===== src/rtl/unit_pipeline_control_pkg.sv =====
`default_nettype none
// ============================================================================
//  Module      : unit_pipeline_control_pkg
//  Description : Shared definitions for the pipeline stall/flush/run
//                sequencer: FSM state encoding and the NOP/bubble word.
//  Revision    : 1.0 - initial release
// ============================================================================
package unit_pipeline_control_pkg;

    localparam int C_STATE_W = 3;

    typedef logic [C_STATE_W-1:0] state_t;

    localparam state_t C_ST_RUN    = 3'd0;
    localparam state_t C_ST_IDLE   = 3'd1;
    localparam state_t C_ST_STEP   = 3'd2;
    localparam state_t C_ST_DRAIN  = 3'd3;
    localparam state_t C_ST_HALTED = 3'd4;

    // All-zero instruction word: sll $0,$0,0, used as NOP / bubble
    localparam logic [31:0] C_NOP_INSTR = 32'h0000_0000;

endpackage
`default_nettype wire


===== src/rtl/unit_sat_counter.sv =====
`default_nettype none
// ============================================================================
//  Module      : unit_sat_counter
//  Description : Saturating up-counter with synchronous clear. Holds at
//                all-ones instead of wrapping.
//  Revision    : 1.0 - initial release
// ============================================================================
module unit_sat_counter #(
    parameter int BITS_COUNT = 16
) (
    input  logic                  i_clk,
    input  logic                  i_clear,
    input  logic                  i_inc,
    output logic [BITS_COUNT-1:0] o_count
);

    logic [BITS_COUNT-1:0] count_q;
    logic [BITS_COUNT-1:0] count_d;

    // Next count: clear wins, otherwise increment unless already saturated
    always_comb begin
        count_d = count_q;
        if (i_clear) begin
            count_d = '0;
        end else if (i_inc && (count_q != '1)) begin
            count_d = count_q + BITS_COUNT'(1);
        end
    end

    // Count register
    always_ff @(posedge i_clk) begin
        count_q <= count_d;
    end

    assign o_count = count_q;

endmodule
`default_nettype wire


===== src/rtl/unit_pipeline_control.sv =====
`default_nettype none
// ============================================================================
//  Module      : unit_pipeline_control
//  Description : Stall/flush/run sequencer for the 5-stage MIPS pipeline.
//                Inserts a bubble on load-use hazards, flushes IF/ID on taken
//                branches, and gates all pipeline registers for continuous
//                run, debug single-step and HALT drain.
//                Build option: PERF_COUNTERS_EN enables the stall/flush
//                performance counters (outputs tie to zero otherwise).
//  Revision    : 1.0 - initial release
// ============================================================================
module unit_pipeline_control
    import unit_pipeline_control_pkg::*;
#(
    parameter int BITS_REGS    = 5,
    parameter int DRAIN_CYCLES = 4,
    parameter int BITS_COUNT   = 16
) (
    input  logic                  i_clk,
    input  logic                  i_reset,
    input  logic                  i_IDEX_mem_read,
    input  logic [BITS_REGS-1:0]  i_IDEX_rt,
    input  logic [BITS_REGS-1:0]  i_IFID_rs,
    input  logic [BITS_REGS-1:0]  i_IFID_rt,
    input  logic                  i_branch_taken,
    input  logic                  i_halt_detect,
    input  logic                  i_step_mode,
    input  logic                  i_step_req,
    output logic                  o_pipe_en,
    output logic                  o_pc_write,
    output logic                  o_IFID_write,
    output logic                  o_IFID_flush,
    output logic                  o_IDEX_bubble,
    output logic                  o_halted,
    output logic [BITS_COUNT-1:0] o_stall_count,
    output logic [BITS_COUNT-1:0] o_flush_count
);

    localparam int C_DRAIN_W_RAW = $clog2(DRAIN_CYCLES + 1);
    localparam int C_DRAIN_W     = (C_DRAIN_W_RAW < 1) ? 1 : C_DRAIN_W_RAW;
    localparam logic [C_DRAIN_W-1:0] C_DRAIN_LOAD = C_DRAIN_W'(DRAIN_CYCLES);
    localparam logic [C_DRAIN_W-1:0] C_DRAIN_ONE  = C_DRAIN_W'(1);

    state_t               state_q;
    state_t               state_d;
    logic [C_DRAIN_W-1:0] drain_q;
    logic [C_DRAIN_W-1:0] drain_d;
    logic                 halted_q;
    logic                 halted_d;

    logic                 w_hazard;
    logic                 w_drain_en;

    // Load-use hazard: a load in EX writes a register the ID instruction reads
    always_comb begin
        w_hazard = i_IDEX_mem_read
                && (i_IDEX_rt != '0)
                && ((i_IDEX_rt == i_IFID_rs) || (i_IDEX_rt == i_IFID_rt));
    end

    // Drain advances every cycle in run mode, only on step pulses in step mode
    always_comb begin
        w_drain_en = i_step_mode ? i_step_req : 1'b1;
    end

    // State, drain counter and halted flag registers
    always_ff @(posedge i_clk) begin
        if (i_reset) begin
            state_q  <= C_ST_RUN;
            drain_q  <= '0;
            halted_q <= 1'b0;
        end else begin
            state_q  <= state_d;
            drain_q  <= drain_d;
            halted_q <= halted_d;
        end
    end

    // Next-state logic; RUN and STEP leave the same way, STEP just lasts one cycle
    always_comb begin
        state_d = state_q;
        drain_d = drain_q;
        case (state_q)
            C_ST_RUN, C_ST_STEP: begin
                if (i_halt_detect && !w_hazard) begin
                    state_d = C_ST_DRAIN;
                    drain_d = C_DRAIN_LOAD;
                end else if (i_step_mode) begin
                    state_d = C_ST_IDLE;
                end else begin
                    state_d = C_ST_RUN;
                end
            end
            C_ST_IDLE: begin
                if (i_step_req) begin
                    state_d = C_ST_STEP;
                end else if (!i_step_mode) begin
                    state_d = C_ST_RUN;
                end
            end
            C_ST_DRAIN: begin
                if (w_drain_en) begin
                    if (drain_q <= C_DRAIN_ONE) begin
                        state_d = C_ST_HALTED;
                        drain_d = '0;
                    end else begin
                        drain_d = drain_q - C_DRAIN_ONE;
                    end
                end
            end
            C_ST_HALTED: begin
                state_d = C_ST_HALTED;
            end
            default: begin
                state_d = C_ST_RUN;
                drain_d = '0;
            end
        endcase
        halted_d = (state_d == C_ST_HALTED);
    end

    // Output decode: hazard beats halt beats branch; reset forces everything off
    always_comb begin
        o_pipe_en     = 1'b0;
        o_pc_write    = 1'b0;
        o_IFID_write  = 1'b0;
        o_IFID_flush  = 1'b0;
        o_IDEX_bubble = 1'b0;
        if (!i_reset) begin
            case (state_q)
                C_ST_RUN, C_ST_STEP: begin
                    o_pipe_en = 1'b1;
                    if (w_hazard) begin
                        // Hold PC and IF/ID, send a bubble down to EX
                        o_IDEX_bubble = 1'b1;
                    end else if (i_halt_detect) begin
                        // Freeze PC and discard the instruction fetched after HALT
                        o_IFID_flush = 1'b1;
                        o_IFID_write = 1'b1;
                    end else if (i_branch_taken) begin
                        o_IFID_flush = 1'b1;
                        o_IFID_write = 1'b1;
                        o_pc_write   = 1'b1;
                    end else begin
                        o_IFID_write = 1'b1;
                        o_pc_write   = 1'b1;
                    end
                end
                C_ST_DRAIN: begin
                    o_pipe_en    = w_drain_en;
                    o_IFID_flush = 1'b1;
                    o_IFID_write = 1'b1;
                end
                default: begin
                    o_pipe_en = 1'b0;
                end
            endcase
        end
    end

    assign o_halted = halted_q;

`ifdef PERF_COUNTERS_EN
    logic w_stall_inc;
    logic w_flush_inc;

    // Count only cycles that actually advance the pipeline
    always_comb begin
        w_stall_inc = o_IDEX_bubble && o_pipe_en;
        w_flush_inc = o_IFID_flush && o_pipe_en;
    end

    unit_sat_counter #(
        .BITS_COUNT (BITS_COUNT)
    ) u_stall_counter (
        .i_clk   (i_clk),
        .i_clear (i_reset),
        .i_inc   (w_stall_inc),
        .o_count (o_stall_count)
    );

    unit_sat_counter #(
        .BITS_COUNT (BITS_COUNT)
    ) u_flush_counter (
        .i_clk   (i_clk),
        .i_clear (i_reset),
        .i_inc   (w_flush_inc),
        .o_count (o_flush_count)
    );
`else
    assign o_stall_count = '0;
    assign o_flush_count = '0;
`endif

endmodule
`default_nettype wire


===== config.mk =====
export PLATFORM = sky130hd
export DESIGN_NAME = unit_pipeline_control
export DESIGN_NICKNAME = d
export VERILOG_FILES = /design/src/rtl/unit_pipeline_control_pkg.sv /design/src/rtl/unit_sat_counter.sv /design/src/rtl/unit_pipeline_control.sv
export SDC_FILE = /design/constraint.sdc
export NUM_CORES = 1
export LEC_CHECK = 0
export ABC_AREA = 1
export BUFFER_PORTS_ARGS = -buffer_cell sky130_fd_sc_hd__buf_2
export CAP_MARGIN = 10
export CORE_MARGIN = 1.5
export CORE_UTILIZATION = 35
export CTS_CLUSTER_DIAMETER = 80
export DETAILED_ROUTE_END_ITERATION = 7
export PLACE_DENSITY_LB_ADDON = 0.15
export SYNTH_ARGS = -nofsm -noshare
export SYNTH_HDL_FRONTEND = slang
export SYNTH_SLANG_ARGS = --single-unit

===== constraint.sdc =====
create_clock -name i_clk -period 2.9 [get_ports i_clk]
set_input_delay 0.145 -clock i_clk [delete_from_list [all_inputs] [get_ports i_clk]]
set_output_delay 0.145 -clock i_clk [all_outputs]
set_load 0.005 [all_outputs]

==> impl_results.html, run 1 <==
<table>
<tr><th>Metric</th><th>Value</th></tr>
<tr><th colspan="2">Critical path</th></tr>
<tr><td>Total buffers and inverters traversed by the critical path</td><td>1</td></tr>
<tr><td>Family with the most delay on the worst path</td><td>simple AND/OR/NAND/NOR gates</td></tr>
<tr><td>Data arrival at the endpoint of the critical path</td><td>1.38 ns</td></tr>
<tr><td>Crit end category</td><td>output port</td></tr>
<tr><td>Series of cell instances along the critical path</td><td>nor2_1, nand3_1, a21oi_1, buf_2</td></tr>
<tr><td>Startpoint type of the worst setup path</td><td>register</td></tr>
<tr><td>Worst-path maximum fanout</td><td>5</td></tr>
<tr><td>Slowest stage delay, CP</td><td>roughly 0.35 ns</td></tr>
<tr><td>Required time reported for the critical path endpoint</td><td>2.76 ns</td></tr>
<tr><td>Cell with the biggest individual delay on the critical path</td><td>sky130_fd_sc_hd__nor2_1</td></tr>
<tr><td>Class of the most critical setup path</td><td>register to output port</td></tr>
<tr><th colspan="2">Place</th></tr>
<tr><td>Routability congestion estimate from global placement</td><td>a little under 0.8</td></tr>
<tr><td>Placement Cell Area</td><td>950 um^2</td></tr>
<tr><td>Number of placed instances, taps included</td><td>206</td></tr>
<tr><td>Buffers on Ports</td><td>27</td></tr>
<tr><td>HPWL after detailed placement</td><td>around 1400 um</td></tr>
<tr><th colspan="2">Logic synthesis</th></tr>
<tr><td>Post-Syn Area per Cell</td><td>~6.0 um^2</td></tr>
<tr><td>Post-synth design cell area</td><td>~900 um^2</td></tr>
<tr><td>Top cell type by total area after synthesis</td><td>sky130_fd_sc_hd__buf_4</td></tr>
<tr><td>Count of different cell masters after synthesis</td><td>22</td></tr>
<tr><td>Post-synthesis cell count</td><td>150</td></tr>
<tr><td>Share of Yosys cell area claimed by the top area cell type</td><td>roughly a quarter</td></tr>
<tr><td>Fraction of the yosys area taken by sequential cells</td><td>15.6%</td></tr>
<tr><td>Number of enable-type register cells in the synthesized netlist</td><td>0</td></tr>
<tr><td>Warning count from the yosys run</td><td>0</td></tr>
<tr><td>Synth area leaders</td><td>sky130_fd_sc_hd__buf_4 (27%), sky130_fd_sc_hd__dfxtp_1 (16%), sky130_fd_sc_hd__nand2_1 (13%)</td></tr>
<tr><td>Seq cells post-synth</td><td>7</td></tr>
<tr><td>Proportion of synthesized flip-flops having asynchronous set or reset</td><td>0%</td></tr>
<tr><td>Primary flip-flop cell chosen by synthesis mapping</td><td>sky130_fd_sc_hd__dfxtp_1</td></tr>
<tr><th colspan="2">Floorplanning</th></tr>
<tr><td>Die outline area</td><td>slightly below 0.003 mm^2</td></tr>
<tr><td>Die Y</td><td>approximately 54 um</td></tr>
<tr><td>Core area</td><td>between 0.002 and 0.0025 mm^2</td></tr>
<tr><td>Starting density of the core</td><td>between 30 and 40%</td></tr>
<tr><td>Die outline width</td><td>roughly 54 um</td></tr>
<tr><td>Io pins</td><td>60</td></tr>
<tr><td>Number of placement rows</td><td>18</td></tr>
<tr><th colspan="2">STA</th></tr>
<tr><td>RSZ-0062 raised after global routing</td><td>no</td></tr>
<tr><td>Post-route fraction of the period consumed by the critical path</td><td>a little over half</td></tr>
<tr><td>Setup violation total in the final timing report</td><td>0</td></tr>
<tr><td>Setup total negative slack</td><td>0 ns</td></tr>
<tr><td>Time the worst path needs with I/O delays and setup</td><td>roughly 1.5 ns</td></tr>
<tr><td>Highest clock frequency the design can meet</td><td>about 0.65 GHz</td></tr>
<tr><td>Number of pins with negative max-slew slack in the final report</td><td>0</td></tr>
<tr><td>Worst clock skew</td><td>0.00203 ns</td></tr>
<tr><td>Number of hold-slack violations in the final timing report</td><td>0</td></tr>
<tr><th colspan="2">Global route</th></tr>
<tr><td>Initial antenna violation count</td><td>0</td></tr>
<tr><td>Global-route congestion overflow total</td><td>0</td></tr>
<tr><td>Via count of the first global-routing pass</td><td>slightly above 700</td></tr>
<tr><td>First-pass GRT wire length</td><td>roughly 2700 um</td></tr>
<tr><td>Global routing usage on met3</td><td>under 10%</td></tr>
<tr><td>Met1 demand-to-capacity share in global routing</td><td>~15%</td></tr>
<tr><td>Layer with the highest usage</td><td>met2</td></tr>
<tr><td>Pin count of the biggest net entering global routing</td><td>8</td></tr>
<tr><td>GR Layer Usage met2</td><td>between 20% and 30%</td></tr>
<tr><td>Total routing usage reported by global routing</td><td>about an eighth</td></tr>
<tr><th colspan="2">Hold path</th></tr>
<tr><td>Worst min-delay path category</td><td>primary input to register</td></tr>
<tr><th colspan="2">CTS</th></tr>
<tr><td>Post-cts sizing count</td><td>0</td></tr>
<tr><td>Number of hold-repair buffers added at the cts stage</td><td>0</td></tr>
<tr><td>Clock edge transition at the registers on the reported setup and hold paths</td><td>approximately 0.050 ns</td></tr>
<tr><td>Insertion delay of the later-clocked pin in the worst-skew pair</td><td>roughly 0.25 ns</td></tr>
<tr><td>Clock buffer count from CTS</td><td>3</td></tr>
<tr><td>CTS tree</td><td>built</td></tr>
<tr><td>Root buffer cell</td><td>sky130_fd_sc_hd__clkbuf_4</td></tr>
<tr><td>CTS sink cnt</td><td>7</td></tr>
<tr><td>Post-CTS repair timing setup buffer count</td><td>0</td></tr>
<tr><td>Max Root-Sink Buffers</td><td>2</td></tr>
<tr><td>H-tree depth reported by CTS</td><td>1</td></tr>
<tr><th colspan="2">Power and ir drop</th></tr>
<tr><td>Worst IR Drop VDD</td><td>0.000205 V</td></tr>
<tr><td>Total chip power</td><td>0.337 mW</td></tr>
<tr><td>Leak</td><td>0.602 nW</td></tr>
<tr><td>Cell Pwr Density</td><td>between 300 and 400 mW/mm^2</td></tr>
<tr><th colspan="2">Drt</th></tr>
<tr><td>WL/cell</td><td>7.98 um</td></tr>
<tr><td>Total wirelength of the detailed-routed design</td><td>roughly 1700 um</td></tr>
<tr><td>Via/cell ratio</td><td>4.01</td></tr>
<tr><td>DRC violation total after the first TritonRoute iteration</td><td>18</td></tr>
<tr><td>Via count of the routed design</td><td>approximately 840</td></tr>
<tr><td>Number of detailed-route iterations in the first pass</td><td>4</td></tr>
<tr><td>Antenna Violating Nets Remaining</td><td>0</td></tr>
<tr><td>Number of DRC violations after detailed routing</td><td>0</td></tr>
<tr><th colspan="2">Final layout</th></tr>
<tr><td>Share of cells above drive strength 1</td><td>around 22%</td></tr>
<tr><td>Core Util, Final</td><td>39.8%</td></tr>
<tr><td>Synthesis-to-layout area growth</td><td>8.33%</td></tr>
<tr><td>Final Instance Area</td><td>~980 um^2</td></tr>
<tr><td>Final net count</td><td>205</td></tr>
<tr><td>Number of diodes added for antenna fixing</td><td>0</td></tr>
<tr><td>Number of standard cells in the layout, taps in and fillers out</td><td>between 200 and 250</td></tr>
<tr><th colspan="2">Flow run</th></tr>
<tr><td>Maximum capacitance violations</td><td>0</td></tr>
<tr><th colspan="2">Run status</th></tr>
<tr><td>Outcome</td><td>complete, no violations</td></tr>
</table>
==> routing by layer <==
metal	up-vias	wire length, um
li1	452	-
met5	-	0
met2	42	781
met1	349	783
met4	0	0
met3	0	111
==> layout by cell type (no fill, tap or decap), drive strengths merged, types with 2 or more instances in the layout <==
cell / instances
ha: 2
conb: 32
buf: 27
nand3: 8
nor3: 2
nor2: 18
dfxtp: 7
nand2: 35
clkbuf: 4
xnor2: 3
a21oi: 12
inv: 24
==> report_power, final <==
group          internal (mW)  switching, mW  total, mW
registers              0.106        0.00767      0.114
logic                 0.0531         0.0810      0.134
clock network         0.0525         0.0366     0.0892
total                  0.212          0.125      0.337
==> through the flow <==
step,setup WS (ns),hold slack (ns)
after floorplan,1.63,0.214
after global placement,1.57,0.402
after detailed placement,1.50,0.402
after CTS,1.36,0.139
after global routing,1.24,0.139
final,1.37,0.145
==> worst paths after layout <==
| check | slack (ns) | to | startpoint | depth (start not counted) |
|---|---|---|---|---|
| hold reg to reg | 0.50 | drain_q[1]$_SDFFE_PP0P_ | drain_q[1]$_SDFFE_PP0P_ | 2 |
| hold / removal | 0.14 | state_q[2]$_SDFF_PP0_ | i_reset | 2 |
| setup / recovery | 1.37 | o_IFID_flush | state_q[2]$_SDFF_PP0_ | 4 |
| setup reg to reg | 1.49 | drain_q[1]$_SDFFE_PP0P_ | drain_q[1]$_SDFFE_PP0P_ | 10 |
==> registers in the layout (all words and copies together) (netlist names) <==
register / cells
o_halted: 1
state_q: 3
drain_q: 3
==> cells in the mapped netlist (all sizes together), types with 2 or more instances <==
cell type,count
xnor2,3
nor2,18
a21oi,12
buf,32
inv,24
nand2,35
dfxtp,7
nand3,8
nor3,2
ha,2
==> cell type report <==
cell class | instances | area, um^2
multi-input cells | 118 | 547
fillers | 272 | 1480
clock buffers | 4 | 26.3
repair buffers | 27 | 135
inverters | 24 | 90.1
flip-flops and latches | 7 | 140
well taps | 30 | 37.5
==> logic make-up after synthesis <==
| family | count (synthesis) | share of synthesized area [%] |
|---|---|---|
| AOI/OAI and AO/OA | 15 | 10.1 |
| xor gates and xnor gates | 3 | 2.92 |
| adders and majority gates | 2 | 2.78 |
| buffers and inverters | 56 | 36.7 |
| DFF | 7 | 15.6 |
| other | 1 | 0.416 |
| and+or+nand+nor | 66 | 31.5 |
Power figures use the tool's default switching activity.
==> run 2, diff against run 1 <==
- clock period: 2.9 -> 1.5 ns (I/O delays scaled with it)
==> run 2 against run 1 <==
  * Worst hold slack got worse by 0.069 ns
  * Largest power group unchanged
  * Highest routed layer is now met4
  * Total power up 95%
  * Combinational power grew 99%
  * Sequential power rose by 96%
  * First-iteration DRC count down 72%
  * Via count increased by 3.4%
==> impl_results.html, run 2 (same netlist as run 1, synthesis figures left out) <==
<table>
<tr><th>Metric</th><th>Value</th></tr>
<tr><th colspan="2">Global route</th></tr>
<tr><td>Initial antenna violation count</td><td>0</td></tr>
<tr><td>Global-route congestion overflow total</td><td>0</td></tr>
<tr><td>First-pass GRT wire length</td><td>2490 um</td></tr>
<tr><td>Pin count of the biggest net entering global routing</td><td>8</td></tr>
<tr><td>Via count of the first global-routing pass</td><td>630</td></tr>
<tr><td>Total routing usage reported by global routing</td><td>between 10% and 20%</td></tr>
<tr><th colspan="2">Critical path</th></tr>
<tr><td>Total buffers and inverters traversed by the critical path</td><td>2</td></tr>
<tr><td>Class of the most critical setup path</td><td>register to register</td></tr>
<tr><td>Setup slack on the worst flop-to-flop path</td><td>between 0.09 and 0.1 ns</td></tr>
<tr><td>Series of cell instances along the critical path</td><td>inv_1, ha_1, a21oi_2, nor2_2, nor2_2, inv_1, or2_1, nand3_1, nand2_1, nor2_1</td></tr>
<tr><td>Crit end category</td><td>register</td></tr>
<tr><td>Family with the most delay on the worst path</td><td>simple AND/OR/NAND/NOR gates</td></tr>
<tr><td>Cell with the biggest individual delay on the critical path</td><td>sky130_fd_sc_hd__dfxtp_2</td></tr>
<tr><td>R2r startpoint</td><td>drain_q[1]$_SDFFE_PP0P_</td></tr>
<tr><td>Reg-to-reg critical path endpoint</td><td>drain_q[1]$_SDFFE_PP0P_</td></tr>
<tr><td>Worst-path maximum fanout</td><td>3</td></tr>
<tr><td>Slowest stage delay, CP</td><td>~0.32 ns</td></tr>
<tr><td>Startpoint type of the worst setup path</td><td>register</td></tr>
<tr><td>Cell count of the worst reg-to-reg path</td><td>10</td></tr>
<tr><td>Data arrival at the endpoint of the critical path</td><td>1.59 ns</td></tr>
<tr><td>Required time reported for the critical path endpoint</td><td>about 1.7 ns</td></tr>
<tr><th colspan="2">Floorplanning</th></tr>
<tr><td>Die Y</td><td>approximately 54 um</td></tr>
<tr><td>Starting density of the core</td><td>roughly 37%</td></tr>
<tr><td>Die outline width</td><td>53.7 um</td></tr>
<tr><td>Number of placement rows</td><td>18</td></tr>
<tr><td>Io pins</td><td>60</td></tr>
<tr><td>Die outline area</td><td>between 0.002 and 0.003 mm^2</td></tr>
<tr><td>Core area</td><td>0.00245 mm^2</td></tr>
<tr><th colspan="2">Final layout</th></tr>
<tr><td>Area of the multi-input gates</td><td>around 560 um^2</td></tr>
<tr><td>Most used cells in the layout excluding fill and tap cells</td><td>sky130_fd_sc_hd__nand2_1 (32), sky130_fd_sc_hd__conb_1 (32), sky130_fd_sc_hd__buf_2 (27), sky130_fd_sc_hd__inv_1 (18), sky130_fd_sc_hd__nor2_1 (15)</td></tr>
<tr><td>Share of cells above drive strength 1</td><td>between 20 and 30%</td></tr>
<tr><td>Filler Cells Inserted</td><td>292</td></tr>
<tr><td>Number of standard cells in the layout, taps in and fillers out</td><td>210</td></tr>
<tr><td>Synthesis-to-layout area growth</td><td>9.44%</td></tr>
<tr><td>Number of diodes added for antenna fixing</td><td>0</td></tr>
<tr><td>Reg area</td><td>between 100 and 150 um^2</td></tr>
<tr><td>Final net count</td><td>between 200 and 250</td></tr>
<tr><td>Core Util, Final</td><td>roughly two fifths</td></tr>
<tr><th colspan="2">Drt</th></tr>
<tr><td>DRC violation total after the first TritonRoute iteration</td><td>5</td></tr>
<tr><td>Number of detailed-route iterations in the first pass</td><td>4</td></tr>
<tr><td>WL/cell</td><td>approximately 7.8 um</td></tr>
<tr><td>Via count of the routed design</td><td>872</td></tr>
<tr><td>Total wirelength of the detailed-routed design</td><td>between 1500 and 2000 um</td></tr>
<tr><td>Number of DRC violations after detailed routing</td><td>0</td></tr>
<tr><td>Antenna Violating Nets Remaining</td><td>0</td></tr>
<tr><td>Via/cell ratio</td><td>4.15</td></tr>
<tr><th colspan="2">Hold path</th></tr>
<tr><td>Worst min-delay path category</td><td>primary input to register</td></tr>
<tr><td>Launch instance of the worst min-delay path</td><td>i_reset</td></tr>
<tr><td>Hold path depth</td><td>2</td></tr>
<tr><td>Endpoint with the worst hold slack</td><td>o_halted$_SDFF_PP0_</td></tr>
<tr><th colspan="2">CTS</th></tr>
<tr><td>H-tree depth reported by CTS</td><td>1</td></tr>
<tr><td>CTS tree</td><td>built</td></tr>
<tr><td>Clock edge transition at the registers on the reported setup and hold paths</td><td>approximately 0.050 ns</td></tr>
<tr><td>Max Root-Sink Buffers</td><td>2</td></tr>
<tr><td>Root buffer cell</td><td>sky130_fd_sc_hd__clkbuf_4</td></tr>
<tr><td>Post-CTS repair timing setup buffer count</td><td>0</td></tr>
<tr><td>Insertion delay of the later-clocked pin in the worst-skew pair</td><td>~0.25 ns</td></tr>
<tr><td>CTS sink cnt</td><td>7</td></tr>
<tr><td>Clock buffer count from CTS</td><td>3</td></tr>
<tr><th colspan="2">Power and ir drop</th></tr>
<tr><td>Clock network fraction of total power</td><td>25.5%</td></tr>
<tr><td>Worst IR Drop VDD</td><td>between 0.0004 and 0.0005 V</td></tr>
<tr><td>Part of the power in combinational logic</td><td>between 40% and 50%</td></tr>
<tr><td>Register share of total power</td><td>34.0%</td></tr>
<tr><td>Switching Power</td><td>approximately 0.24 mW</td></tr>
<tr><td>Cell Pwr Density</td><td>roughly 670 mW/mm^2</td></tr>
<tr><td>Share of total power consumed by net switching</td><td>36.9%</td></tr>
<tr><td>Total chip power</td><td>between 0.6 and 0.7 mW</td></tr>
<tr><td>Leak</td><td>~0.6 nW</td></tr>
<tr><td>Internal cell power</td><td>0.415 mW</td></tr>
<tr><th colspan="2">STA</th></tr>
<tr><td>Post-route fraction of the period consumed by the critical path</td><td>~94%</td></tr>
<tr><td>Setup violation total in the final timing report</td><td>0</td></tr>
<tr><td>Highest clock frequency the design can meet</td><td>0.712 GHz</td></tr>
<tr><td>Number of pins with negative max-slew slack in the final report</td><td>0</td></tr>
<tr><td>Time the worst path needs with I/O delays and setup</td><td>around 1.4 ns</td></tr>
<tr><td>Setup total negative slack</td><td>0 ns</td></tr>
<tr><td>Smallest setup slack after layout</td><td>between 0.09 and 0.1 ns</td></tr>
<tr><td>Worst clock skew</td><td>between 0.0004 and 0.0005 ns</td></tr>
<tr><td>Number of hold-slack violations in the final timing report</td><td>0</td></tr>
<tr><th colspan="2">Place</th></tr>
<tr><td>Number of placed instances, taps included</td><td>around 200</td></tr>
<tr><td>Worst slack after detailed placement</td><td>between 0.1 and 0.15 ns</td></tr>
<tr><td>Buffers on Ports</td><td>27</td></tr>
<tr><td>Routability congestion estimate from global placement</td><td>0.789</td></tr>
<tr><td>HPWL after detailed placement</td><td>1380 um</td></tr>
<tr><th colspan="2">Flow run</th></tr>
<tr><td>Maximum capacitance violations</td><td>0</td></tr>
<tr><th colspan="2">Run status</th></tr>
<tr><td>Outcome</td><td>complete, no violations</td></tr>
</table>
run 2: power by group through the flow:
stage	logic, mW	clock network (mW)	registers [mW]
2_1_floorplan	0.241	0	0.222
3_3_place_gp	0.254	0	0.224
3_5_place_dp	0.256	0	0.224
4_1_cts	0.258	0.176	0.221
5_1_grt	0.308	0.190	0.226
6_report	0.266	0.168	0.223
run 2: timing repair:
| action | CTS | global route |
|---|---|---|
| hold buffers | 0 | 0 |
| setup endpoints to repair | 0 | 7 |
| resized for setup | 0 | 5 |
run 2: through the flow:
stage	instance area [um^2]	hold WS, ns
finish	986	0.0758
global placement	950	0.331
detailed placement	950	0.330
floorplan	1020	0.144
CTS	976	0.0652
global route	986	0.0790
run 2: how the worst max path moves through the flow:
stage / slack [ns] / startpoint / cells past startpoint / endpoint
after floorplan: 0.23 / drain_q[1]$_SDFFE_PP0P_ / 10 / drain_q[1]$_SDFFE_PP0P_
after global placement: 0.16 / drain_q[1]$_SDFFE_PP0P_ / 10 / drain_q[1]$_SDFFE_PP0P_
after detailed placement: 0.12 / drain_q[1]$_SDFFE_PP0P_ / 10 / drain_q[1]$_SDFFE_PP0P_
after CTS: 0.007 / state_q[0]$_SDFF_PP0_ / 4 / o_IDEX_bubble
after global routing: -0.02 / drain_q[1]$_SDFFE_PP0P_ / 10 / drain_q[1]$_SDFFE_PP0P_
final: 0.09 / drain_q[1]$_SDFFE_PP0P_ / 10 / drain_q[1]$_SDFFE_PP0P_
run 2: cell type report:
| class | instances | area share [%] |
|---|---|---|
| Tap cell | 30 | 3.81 |
| Inverter | 24 | 9.14 |
| Timing Repair Buffer | 27 | 13.7 |
| Clock buffer | 4 | 2.66 |
| Sequential cell | 7 | 14.3 |
| Multi-Input combinational cell | 118 | 56.3 |
run 2: metal layers:
layer / up-vias / wire length (um) / GRT usage [%]
met5: - / 0 / 0
li1: 457 / - / -
met3: 2 / 138 / 3.33
met2: 41 / 757 / 19.9
met1: 372 / 716 / 14.1
met4: 0 / 17 / 2.56
==> run 3, diff against run 2 <==
- clock period: 1.5 -> 1.7 ns (I/O delays scaled with it)
==> run 3 against run 2 <==
  * Utilization shrank 0.41 points
  * Critical path type is now register to output port
  * Critical endpoint is now o_IFID_flush
  * Via count shrank 0.46%
  * Sequential share of layout area is essentially flat
  * Largest power group unchanged
  * Register-to-register slack gained 0.22 ns
  * Worst hold slack lost 0.00072 ns
  * Cell area shrank 1.0%
  * Final cell count is the same
  * Highest routed layer unchanged
==> impl_results.html, run 3 (same netlist as run 1, synthesis figures left out) <==
<table>
<tr><th>Metric</th><th>Value</th></tr>
<tr><th colspan="2">Critical path</th></tr>
<tr><td>Required time reported for the critical path endpoint</td><td>1.62 ns</td></tr>
<tr><td>Startpoint type of the worst setup path</td><td>register</td></tr>
<tr><td>Class of the most critical setup path</td><td>register to output port</td></tr>
<tr><td>Worst-path maximum fanout</td><td>5</td></tr>
<tr><td>Series of cell instances along the critical path</td><td>nor2_1, nand3_1, a21oi_1, buf_2</td></tr>
<tr><td>Data arrival at the endpoint of the critical path</td><td>1.41 ns</td></tr>
<tr><td>Cell with the biggest individual delay on the critical path</td><td>sky130_fd_sc_hd__nor2_1</td></tr>
<tr><td>Crit end category</td><td>output port</td></tr>
<tr><td>Slowest stage delay, CP</td><td>0.37 ns</td></tr>
<tr><th colspan="2">Final layout</th></tr>
<tr><td>Synthesis-to-layout area growth</td><td>8.33%</td></tr>
<tr><td>Most used cells in the layout excluding fill and tap cells</td><td>sky130_fd_sc_hd__nand2_1 (32), sky130_fd_sc_hd__conb_1 (32), sky130_fd_sc_hd__buf_2 (27), sky130_fd_sc_hd__inv_1 (19), sky130_fd_sc_hd__nor2_1 (17)</td></tr>
<tr><td>Core Util, Final</td><td>between 30 and 40%</td></tr>
<tr><td>Share of cells above drive strength 1</td><td>between 20% and 30%</td></tr>
<tr><td>Final net count</td><td>205</td></tr>
<tr><td>Number of diodes added for antenna fixing</td><td>0</td></tr>
<tr><td>Number of standard cells in the layout, taps in and fillers out</td><td>210</td></tr>
<tr><td>Filler Cells Inserted</td><td>282</td></tr>
<tr><td>Final Instance Area</td><td>976 um^2</td></tr>
<tr><th colspan="2">STA</th></tr>
<tr><td>Time the worst path needs with I/O delays and setup</td><td>between 1 and 1.5 ns</td></tr>
<tr><td>Worst clock skew</td><td>0.00177 ns</td></tr>
<tr><td>Number of hold-slack violations in the final timing report</td><td>0</td></tr>
<tr><td>Setup violation total in the final timing report</td><td>0</td></tr>
<tr><td>Smallest setup slack after layout</td><td>about 0.2 ns</td></tr>
<tr><td>Setup total negative slack</td><td>0 ns</td></tr>
<tr><td>Post-route fraction of the period consumed by the critical path</td><td>roughly 90%</td></tr>
<tr><td>Number of pins with negative max-slew slack in the final report</td><td>0</td></tr>
<tr><td>Highest clock frequency the design can meet</td><td>roughly 0.67 GHz</td></tr>
<tr><td>RSZ-0062 raised after global routing</td><td>no</td></tr>
<tr><th colspan="2">CTS</th></tr>
<tr><td>Root buffer cell</td><td>sky130_fd_sc_hd__clkbuf_4</td></tr>
<tr><td>Insertion delay of the later-clocked pin in the worst-skew pair</td><td>~0.26 ns</td></tr>
<tr><td>H-tree depth reported by CTS</td><td>1</td></tr>
<tr><td>Post-CTS repair timing setup buffer count</td><td>0</td></tr>
<tr><td>Post-cts sizing count</td><td>0</td></tr>
<tr><td>Clock buffer count from CTS</td><td>3</td></tr>
<tr><td>Clock edge transition at the registers on the reported setup and hold paths</td><td>0.05 ns</td></tr>
<tr><td>Max Root-Sink Buffers</td><td>2</td></tr>
<tr><td>Number of hold-repair buffers added at the cts stage</td><td>0</td></tr>
<tr><td>CTS sink cnt</td><td>7</td></tr>
<tr><td>CTS tree</td><td>built</td></tr>
<tr><th colspan="2">Global route</th></tr>
<tr><td>Via count of the first global-routing pass</td><td>around 630</td></tr>
<tr><td>Global-route congestion overflow total</td><td>0</td></tr>
<tr><td>First-pass GRT wire length</td><td>around 2500 um</td></tr>
<tr><td>Pin count of the biggest net entering global routing</td><td>8</td></tr>
<tr><td>Initial antenna violation count</td><td>0</td></tr>
<tr><td>Total routing usage reported by global routing</td><td>11.9%</td></tr>
<tr><th colspan="2">Drt</th></tr>
<tr><td>Via/cell ratio</td><td>4.13</td></tr>
<tr><td>Antenna Violating Nets Remaining</td><td>0</td></tr>
<tr><td>Number of DRC violations after detailed routing</td><td>0</td></tr>
<tr><td>Total wirelength of the detailed-routed design</td><td>~1600 um</td></tr>
<tr><td>DRC violation total after the first TritonRoute iteration</td><td>15</td></tr>
<tr><td>WL/cell</td><td>7.74 um</td></tr>
<tr><td>Number of detailed-route iterations in the first pass</td><td>4</td></tr>
<tr><td>Via count of the routed design</td><td>868</td></tr>
<tr><th colspan="2">Floorplanning</th></tr>
<tr><td>Starting density of the core</td><td>a little under two fifths</td></tr>
<tr><td>Die outline area</td><td>a little under 0.003 mm^2</td></tr>
<tr><td>Die Y</td><td>between 50 and 60 um</td></tr>
<tr><td>Number of placement rows</td><td>18</td></tr>
<tr><td>Core area</td><td>around 0.0025 mm^2</td></tr>
<tr><td>Io pins</td><td>60</td></tr>
<tr><td>Die outline width</td><td>between 50 and 60 um</td></tr>
<tr><th colspan="2">Run status</th></tr>
<tr><td>Outcome</td><td>complete, no violations</td></tr>
<tr><th colspan="2">Flow run</th></tr>
<tr><td>Maximum capacitance violations</td><td>0</td></tr>
<tr><th colspan="2">Hold path</th></tr>
<tr><td>Worst min-delay path category</td><td>primary input to register</td></tr>
<tr><th colspan="2">Place</th></tr>
<tr><td>Buffers on Ports</td><td>27</td></tr>
<tr><td>Placement Cell Area</td><td>950 um^2</td></tr>
<tr><td>HPWL after detailed placement</td><td>between 1000 and 1500 um</td></tr>
<tr><td>Worst slack after detailed placement</td><td>0.319 ns</td></tr>
<tr><td>Routability congestion estimate from global placement</td><td>0.749</td></tr>
<tr><td>Number of placed instances, taps included</td><td>~210</td></tr>
<tr><th colspan="2">Power and ir drop</th></tr>
<tr><td>Worst IR Drop VDD</td><td>about 0.00036 V</td></tr>
<tr><td>Leak</td><td>0.602 nW</td></tr>
<tr><td>Cell Pwr Density</td><td>591 mW/mm^2</td></tr>
</table>
[run 3: cell counts in the layout (fill, tap and decap cells not counted)]
No cell type changed its count.
[run 3: critical path: cells and delay by family, from the launching register on]
| family | cells | cell delay (ns) |
|---|---|---|
| DFF | 1 | 0.32 |
| buffers and inverters | 1 | 0.13 |
| and+or+nand+nor | 2 | 0.55 |
| AOI/OAI and AO/OA | 1 | 0.16 |
[run 3: metrics by stage]
step | hold WS (ns) | power, mW
after detailed placement | 0.340 | 0.424
after floorplan | 0.154 | 0.408
after global placement | 0.340 | 0.422
after global routing | 0.0817 | 0.631
final | 0.0751 | 0.576
after CTS | 0.0695 | 0.583
[run 3: worst paths after layout]
| kind | startpoint | end | slack [ns] | cells after the start |
|---|---|---|---|---|
| worst max-delay path | state_q[2]$_SDFF_PP0_ | o_IFID_flush | 0.20 | 4 |
| worst min-delay path | i_reset | state_q[0]$_SDFF_PP0_ | 0.08 | 2 |
| worst max register to register | drain_q[1]$_SDFFE_PP0P_ | drain_q[1]$_SDFFE_PP0P_ | 0.31 | 10 |
| worst min register to register | drain_q[1]$_SDFFE_PP0P_ | drain_q[1]$_SDFFE_PP0P_ | 0.49 | 2 |
[run 3: layer usage]
metal | vias up | track usage, % | part of all wire [%]
met2 | 43 | 19.7 | 44
met5 | - | 0 | 0
met4 | 0 | 5.13 | 2.1
met3 | 5 | 3.33 | 8.6
met1 | 365 | 14.3 | 45
li1 | 455 | - | -
[run 3: where the power goes]
part | internal (mW) | switching [mW] | total, mW
registers | 0.182 | 0.0125 | 0.194
logic | 0.0900 | 0.137 | 0.227
clock network | 0.0899 | 0.0658 | 0.156
[run 3: layout make-up]
class	count	area [um^2]	area share [%]
multi-input combinational	118	547	56.0
sequential	7	140	14.4
timing repair buffer	27	135	13.8
inverter	24	90.1	9.23
clock buffer	4	26.3	2.69
tap	30	37.5	3.85
